==> src/rtl/pulse_pkg.sv <==
// Shared types and width helpers for the SPGD pulse metric accumulator.
package pulse_pkg;

  typedef enum logic [2:0] {
    IDLE     = 3'd0,
    SETTLE_A = 3'd1,
    ACC_A    = 3'd2,
    WAIT_B   = 3'd3,
    SETTLE_B = 3'd4,
    ACC_B    = 3'd5
  } pulse_state_e;

  // Accumulator width: a full-scale sample times the maximum count cannot overflow it.
  function automatic int acc_width(input int adc_w, input int cnt_w);
    return adc_w + cnt_w;
  endfunction

endpackage

==> src/rtl/pulse_phase_acc.sv <==
// One perturbation window: settle-sample discard, saturating sample counter and
// sign-extended accumulator, cleared between pairs.
module pulse_phase_acc import pulse_pkg::*; #(
  parameter int ADC_WIDTH = 14,
  parameter int CNT_WIDTH = 12,
  parameter int SKIP      = 4
) (
  input  logic                                clk,
  input  logic                                rst,
  input  logic                                clr,
  input  logic                                en,
  input  logic signed [ADC_WIDTH-1:0]         adc_data,
  output logic signed [ADC_WIDTH+CNT_WIDTH-1:0] sum,
  output logic [CNT_WIDTH-1:0]                count,
  output logic                                sat,
  output logic                                settled
);

  localparam int ACC_WIDTH = acc_width(ADC_WIDTH, CNT_WIDTH);
  localparam logic [CNT_WIDTH-1:0] SKIP_C  = CNT_WIDTH'(SKIP);
  localparam logic [CNT_WIDTH-1:0] CNT_MAX = {CNT_WIDTH{1'b1}};
  localparam logic [CNT_WIDTH-1:0] CNT_ONE = {{(CNT_WIDTH-1){1'b0}}, 1'b1};

  logic [CNT_WIDTH-1:0]        skip_cnt_r;
  logic [CNT_WIDTH-1:0]        count_r;
  logic signed [ACC_WIDTH-1:0] sum_r;
  logic                        sat_r;
  logic                        skip_done_s;
  logic [CNT_WIDTH:0]          skip_nxt_s;
  logic signed [ACC_WIDTH-1:0] adc_ext_s;

  assign skip_done_s = (skip_cnt_r >= SKIP_C);
  assign skip_nxt_s  = {1'b0, skip_cnt_r} + {{CNT_WIDTH{1'b0}}, 1'b1};
  // High when the current enabled edge completes (or has completed) the settle phase.
  assign settled     = skip_done_s || (skip_nxt_s >= {1'b0, SKIP_C});
  assign adc_ext_s   = {{CNT_WIDTH{adc_data[ADC_WIDTH-1]}}, adc_data};

  assign sum   = sum_r;
  assign count = count_r;
  assign sat   = sat_r;

  // Settle counting, then saturating accumulation of enabled samples.
  always_ff @(posedge clk) begin
    if (rst || clr) begin
      skip_cnt_r <= {CNT_WIDTH{1'b0}};
      count_r    <= {CNT_WIDTH{1'b0}};
      sum_r      <= {ACC_WIDTH{1'b0}};
      sat_r      <= 1'b0;
    end else if (en) begin
      if (!skip_done_s) begin
        skip_cnt_r <= skip_cnt_r + CNT_ONE;
      end else if (count_r == CNT_MAX) begin
        sat_r <= 1'b1;
      end else begin
        sum_r   <= sum_r + adc_ext_s;
        count_r <= count_r + CNT_ONE;
      end
    end
  end

endmodule

==> src/rtl/pulse_metric_acc.sv <==
// Pair FSM, protocol checking and published result registers for the SPGD
// receive path; one pulse_phase_acc per perturbation window.
module pulse_metric_acc import pulse_pkg::*; #(
  parameter int ADC_WIDTH = 14,
  parameter int CNT_WIDTH = 12,
  parameter int SKIP      = 4
) (
  input  logic                                  clk,
  input  logic                                  rst,
  input  logic                                  A,
  input  logic                                  B,
  input  logic signed [ADC_WIDTH-1:0]           adc_data,
  output logic signed [ADC_WIDTH+CNT_WIDTH-1:0] sum_a,
  output logic signed [ADC_WIDTH+CNT_WIDTH-1:0] sum_b,
  output logic [CNT_WIDTH-1:0]                  count_a,
  output logic [CNT_WIDTH-1:0]                  count_b,
  output logic signed [ADC_WIDTH+CNT_WIDTH:0]   diff,
  output logic                                  valid,
  output logic                                  sat,
  output logic                                  err
);

  localparam int ACC_WIDTH = acc_width(ADC_WIDTH, CNT_WIDTH);

  pulse_state_e state_r, state_s;
  logic en_a_s, en_b_s, err_s, pub_s, clr_s;
  logic settled_a_s, settled_b_s, sat_a_s, sat_b_s;
  logic blocked_r;
  logic signed [ACC_WIDTH-1:0] acc_a_s, acc_b_s;
  logic [CNT_WIDTH-1:0]        cnt_a_s, cnt_b_s;

  logic signed [ACC_WIDTH-1:0] sum_a_r, sum_b_r;
  logic [CNT_WIDTH-1:0]        count_a_r, count_b_r;
  logic signed [ACC_WIDTH:0]   diff_r;
  logic                        valid_r, sat_r, err_r;

  assign clr_s = err_s || pub_s;

  pulse_phase_acc #(.ADC_WIDTH(ADC_WIDTH), .CNT_WIDTH(CNT_WIDTH), .SKIP(SKIP)) u_acc_a (
    .clk(clk), .rst(rst), .clr(clr_s), .en(en_a_s), .adc_data(adc_data),
    .sum(acc_a_s), .count(cnt_a_s), .sat(sat_a_s), .settled(settled_a_s)
  );

  pulse_phase_acc #(.ADC_WIDTH(ADC_WIDTH), .CNT_WIDTH(CNT_WIDTH), .SKIP(SKIP)) u_acc_b (
    .clk(clk), .rst(rst), .clr(clr_s), .en(en_b_s), .adc_data(adc_data),
    .sum(acc_b_s), .count(cnt_b_s), .sat(sat_b_s), .settled(settled_b_s)
  );

  // Next-state, window enables, protocol errors and publish request.
  always_comb begin
    state_s = state_r;
    en_a_s  = 1'b0;
    en_b_s  = 1'b0;
    err_s   = 1'b0;
    pub_s   = 1'b0;
    case (state_r)
      IDLE: begin
        // A stuck high across an error must drop before a new pair may start.
        if (A && !blocked_r) begin
          en_a_s  = 1'b1;
          state_s = settled_a_s ? ACC_A : SETTLE_A;
        end else begin
          state_s = IDLE;
        end
      end
      SETTLE_A, ACC_A: begin
        if (A && B) begin
          err_s   = 1'b1;
          state_s = IDLE;
        end else if (A) begin
          en_a_s  = 1'b1;
          state_s = settled_a_s ? ACC_A : SETTLE_A;
        end else begin
          state_s = WAIT_B;
        end
      end
      WAIT_B: begin
        if (A) begin
          err_s   = 1'b1;
          state_s = IDLE;
        end else if (B) begin
          en_b_s  = 1'b1;
          state_s = settled_b_s ? ACC_B : SETTLE_B;
        end else begin
          state_s = WAIT_B;
        end
      end
      SETTLE_B, ACC_B: begin
        if (A) begin
          err_s   = 1'b1;
          state_s = IDLE;
        end else if (B) begin
          en_b_s  = 1'b1;
          state_s = settled_b_s ? ACC_B : SETTLE_B;
        end else begin
          pub_s   = 1'b1;
          state_s = IDLE;
        end
      end
      default: begin
        state_s = IDLE;
      end
    endcase
  end

  // State, strobes, error blocking and the published result registers.
  always_ff @(posedge clk) begin
    if (rst) begin
      state_r   <= IDLE;
      blocked_r <= 1'b0;
      valid_r   <= 1'b0;
      err_r     <= 1'b0;
      sat_r     <= 1'b0;
      sum_a_r   <= {ACC_WIDTH{1'b0}};
      sum_b_r   <= {ACC_WIDTH{1'b0}};
      count_a_r <= {CNT_WIDTH{1'b0}};
      count_b_r <= {CNT_WIDTH{1'b0}};
      diff_r    <= {(ACC_WIDTH+1){1'b0}};
    end else begin
      state_r <= state_s;
      valid_r <= pub_s;
      err_r   <= err_s;
      if (err_s && A) begin
        blocked_r <= 1'b1;
      end else if (!A) begin
        blocked_r <= 1'b0;
      end
      if (pub_s) begin
        sum_a_r   <= acc_a_s;
        sum_b_r   <= acc_b_s;
        count_a_r <= cnt_a_s;
        count_b_r <= cnt_b_s;
        sat_r     <= sat_a_s || sat_b_s;
        diff_r    <= {acc_a_s[ACC_WIDTH-1], acc_a_s} - {acc_b_s[ACC_WIDTH-1], acc_b_s};
      end
    end
  end

  assign sum_a   = sum_a_r;
  assign sum_b   = sum_b_r;
  assign count_a = count_a_r;
  assign count_b = count_b_r;
  assign diff    = diff_r;
  assign valid   = valid_r;
  assign sat     = sat_r;
  assign err     = err_r;

endmodule

==> config.mk <==
export PLATFORM = sky130hd
export DESIGN_NAME = pulse_metric_acc
export DESIGN_NICKNAME = d
export VERILOG_FILES = /design/src/rtl/pulse_pkg.sv /design/src/rtl/pulse_phase_acc.sv /design/src/rtl/pulse_metric_acc.sv
export SDC_FILE = /design/constraint.sdc
export NUM_CORES = 1
export LEC_CHECK = 0
export CAP_MARGIN = 30
export CORE_MARGIN = 4
export CORE_UTILIZATION = 50
export CTS_CLUSTER_SIZE = 12
export DETAILED_ROUTE_END_ITERATION = 7
export PLACE_DENSITY = 0.74
export SETUP_SLACK_MARGIN = 0.15
export SYNTH_ARGS = -nofsm -noshare
export SYNTH_HDL_FRONTEND = slang
export SYNTH_HIERARCHICAL = 1
export SYNTH_SLANG_ARGS = --single-unit
export TNS_END_PERCENT = 1
==> constraint.sdc <==
create_clock -name clk -period 4.5 [get_ports clk]
set_clock_uncertainty 0.05 [all_clocks]
set_input_delay 0.45 -clock clk [delete_from_list [all_inputs] [get_ports clk]]
set_output_delay 0.45 -clock clk [all_outputs]
set_load 0.05 [all_outputs]
==> flow_summary.yaml <==
routing:
  ant_nets: 0
  vias_per_cell: 5.831
  routed_wl_microns: 35430
  drtPass1Iterations: 6
  vias: 11710
  avgRoutedWirePerCell_microns: 17.64
  first_iter_violations: 1000
  drc: 0
global_routing:
  grt-ovfl-total: 0
  grt_antenna_before_repair: 0
  grt_max_degree: 81
  track_usage: 0.2449
  grt_pass1_wl_microns: 57150
  grt_pass1_vias: 11010
synth:
  synthDistinctLibCells: 96
  synth_seq_cells: 212
  synth_top_family_by_area: "simple AND/OR/NAND/NOR gates"
  synthArstFlopShare: 0
  synth_compound_area_frac: 0.2371
  synthAdderAreaFrac: 0.08678
  postSynthCellCount: 1591
  synthSimpleGateAreaFrac: 0.2420
  syn_avg_cell_area_sq_um: 7.866
  synthMuxAreaShare: 0.003299
  yosysWarnings: 6
  synth_top_flop_cell: "dfxtp_1"
  synth_edf_count: 0
  synth_xor_area_frac: 0.03989
  synth-seq-area-share: 0.3391
  netlist_area_sq_um: 12510
  synth_nets: 1694
pwr:
  peakVddDrop_v: 0.0002126
  power.density_nw_per_um2: 302.7
  power_switching_w: 0.0009805
  clkPwrFrac: 0.520
  pwr-share-seq: 0.422
  p_int_w: 0.003500
  swShare: 0.2188
  total_power_w: 0.004480
  p_comb_frac: 0.057
  leakagePower_nw: 5.648
status:
  status: "finished clean"
clocking:
  post_cts.repair.setup_buffers: 0
  cts_resized: 0
  cts_buffers: 26
  postCtsHoldBufs: 0
  root_buffer: "clkbuf_16"
  insertion_delay_ns: 0.52
  htreeDepth: 1
  cts_tree: "yes"
  clk_pin_slew_ns: 0.06
  cts.sinks: 212
  cts.path.max_buffers: 3
timing:
  setup_viol: 0
  period_share: 0.7286
  rsz0062_at_grt: "false"
  min_period_ns: 3.279
  max_freq_mhz: 305.0
  slew-limit-headroom: 0.4392
  worst_pin_slew_ns: 0.8412
  drv_slew: 0
  hold_viol_final: 0
  tns_ns: 0
placement:
  place_congestion: 0.9526
  placed_area_sq_um: 13820
  port_buffers: 123
  dp.final_hpwl_microns: 25940
floorplan:
  die-area_sq_um: 27620
  io-pin-count: 124
  die_w_microns: 166.2
  initial_core_util: 0.5116
  fp.dieH_microns: 166.2
  core_area_sq_um: 24460
  row_count: 57
worst_setup_path:
  slowest_delay_ns: 0.54
  path_class: "register to register"
  path_max_fanout: 12
  r2r_setup_slack_ns: 1.22
  crit_top_cell: "nor3b_1"
  path_cells: "nor2b_1 > and2_1 > nor2_1 > nor3b_1 > inv_1 > a31oi_1 > a21boi_2 > nand2_1 > a211oi_1 > o21ai_0 > nor3b_1"
  cp_top_family: "compound AO/OA/AOI/OAI gates"
  worst_path_max_delay_cell: "dfxtp_1"
  startpoint_type: "register"
  worstPathArrival_ns: 3.61
  required_ns: 4.83
  crit_buf_inv: 1
  end_kind: "register"
finish:
  area_growth_pct: 18.26
  design_area_sq_um: 14800
  diodes: 0
  nNetsFinal: 1770
  drive_gt1_frac: 0.05935
  postLayoutCoreUtil: 0.6050
job:
  max-cap-violations: 0
hold_path:
  hold_path_class: "input port to register"
[power by group through the flow]
stage / clock (W) / combinational, W / sequential [W]
after CTS: 0.00237 / 0.000252 / 0.00189
after global routing: 0.00246 / 0.000281 / 0.00189
final: 0.00233 / 0.000257 / 0.00189
after floorplan: 0 / 0.000184 / 0.00193
after global placement: 0 / 0.000248 / 0.00193
after detailed placement: 0 / 0.000251 / 0.00193
[synthesized netlist by cell type, drive strengths merged, types with 7 or more instances]
cell,number,area [sq um]
nor2,95,364.1
a211oi,23,192.7
nor4,15,100.1
or3,14,92.59
nor3,34,170.2
a31oi,16,100.1
and2,30,190.2
inv,52,195.2
nand2,292,1104
o21a,19,143.9
buf,26,172.7
xnor2,33,289.0
o21ai,65,329.1
nand4,27,175.2
o211ai,17,132.6
nand3,47,235.2
a21oi,199,999.7
nor2b,15,93.84
a211o,9,78.83
and3,16,100.1
xor2,24,210.2
o31ai,10,85.08
nor3b,11,82.58
a21o,30,227.7
dfxtp,212,4244
and4,7,61.31
o21bai,8,63.81
nand3b,7,52.55
ha,82,1026
or2,7,43.79
clkbuf,61,271.5
[layer usage]
metal | vias up | share of wire | GRT usage
met2 | 355 | 0.45 | 0.3970
met4 | 0 | 0.038 | 0.09218
met5 | - | 0 | 0
li1 | 5853 | - | -
met3 | 74 | 0.052 | 0.03523
met1 | 5432 | 0.46 | 0.3323
[path summary, 6_finish.rpt]
kind                                         startpoint                      endpoint  depth (start not counted)
worst min register to register  count_a[4]$_SDFFE_PP0P_       count_a[4]$_SDFFE_PP0P_                          2
worst min-delay path                                rst         sum_b[0]$_SDFFE_PP0P_                          2
worst max-delay path              state_r[1]$_SDFF_PP0_  u_acc_b/sum[25]$_SDFFE_PP0P_                         11
worst max register to register    state_r[1]$_SDFF_PP0_  u_acc_b/sum[25]$_SDFFE_PP0P_                         11
[flip-flops by register name, summed over array words and instances, names as in the netlist]
name                cells
u_acc_b/count          12
u_acc_b/sat             1
u_acc_b/sum            26
u_acc_a/sum            26
sat                     1
valid                   1
u_acc_b/skip_cnt_r     12
sum_a                  26
u_acc_a/skip_cnt_r     12
count_a                12
err                     1
count_b                12
state_r                 3
diff                   27
blocked_r               1
u_acc_a/count          12
u_acc_a/sat             1
sum_b                  26
[layout make-up]
class | instances | area (sq um)
clock buffers | 37 | 773.2
clock inverters | 9 | 200.2
fillers | 2180 | 9663
inverters | 52 | 195.2
multi-input cells | 1239 | 7635
flip-flops and latches | 212 | 4244
well taps | 324 | 405.4
repair buffers | 136 | 1346
[per-stage QoR]
step	hold WS, ns	cells	setup WS [ns]
floorplan	0.3802	1591	1.738
global placement	0.3922	1961	1.214
detailed placement	0.3951	1962	1.099
CTS	0.3205	2008	1.243
global route	0.3479	2009	0.9047
finish	0.3300	2009	1.221
[logic make-up (layout without fill, tap and decap cells)]
family	after synthesis	count (layout)
AO/OA/AOI/OAI	456	456
XOR/XNOR	57	57
adder cells (fa/ha/maj)	85	85
buffers and inverters	140	234
flip-flops	212	212
multiplexers	4	4
AND/OR/NAND/NOR	637	637
[placed cells by master, fill, tap and decap left out, types with 27 or more instances in the layout]
cell type / instances
nor3_1: 34
ha_1: 82
a21oi_1: 198
clkbuf_16: 27
a21o_1: 28
nor2_1: 92
inv_1: 52
o21ai_0: 57
xnor2_1: 33
nand3_1: 47
clkdlybuf4s50_1: 122
nand2_1: 290
dfxtp_1: 212
and2_1: 28
Power figures use the tool's default switching activity.
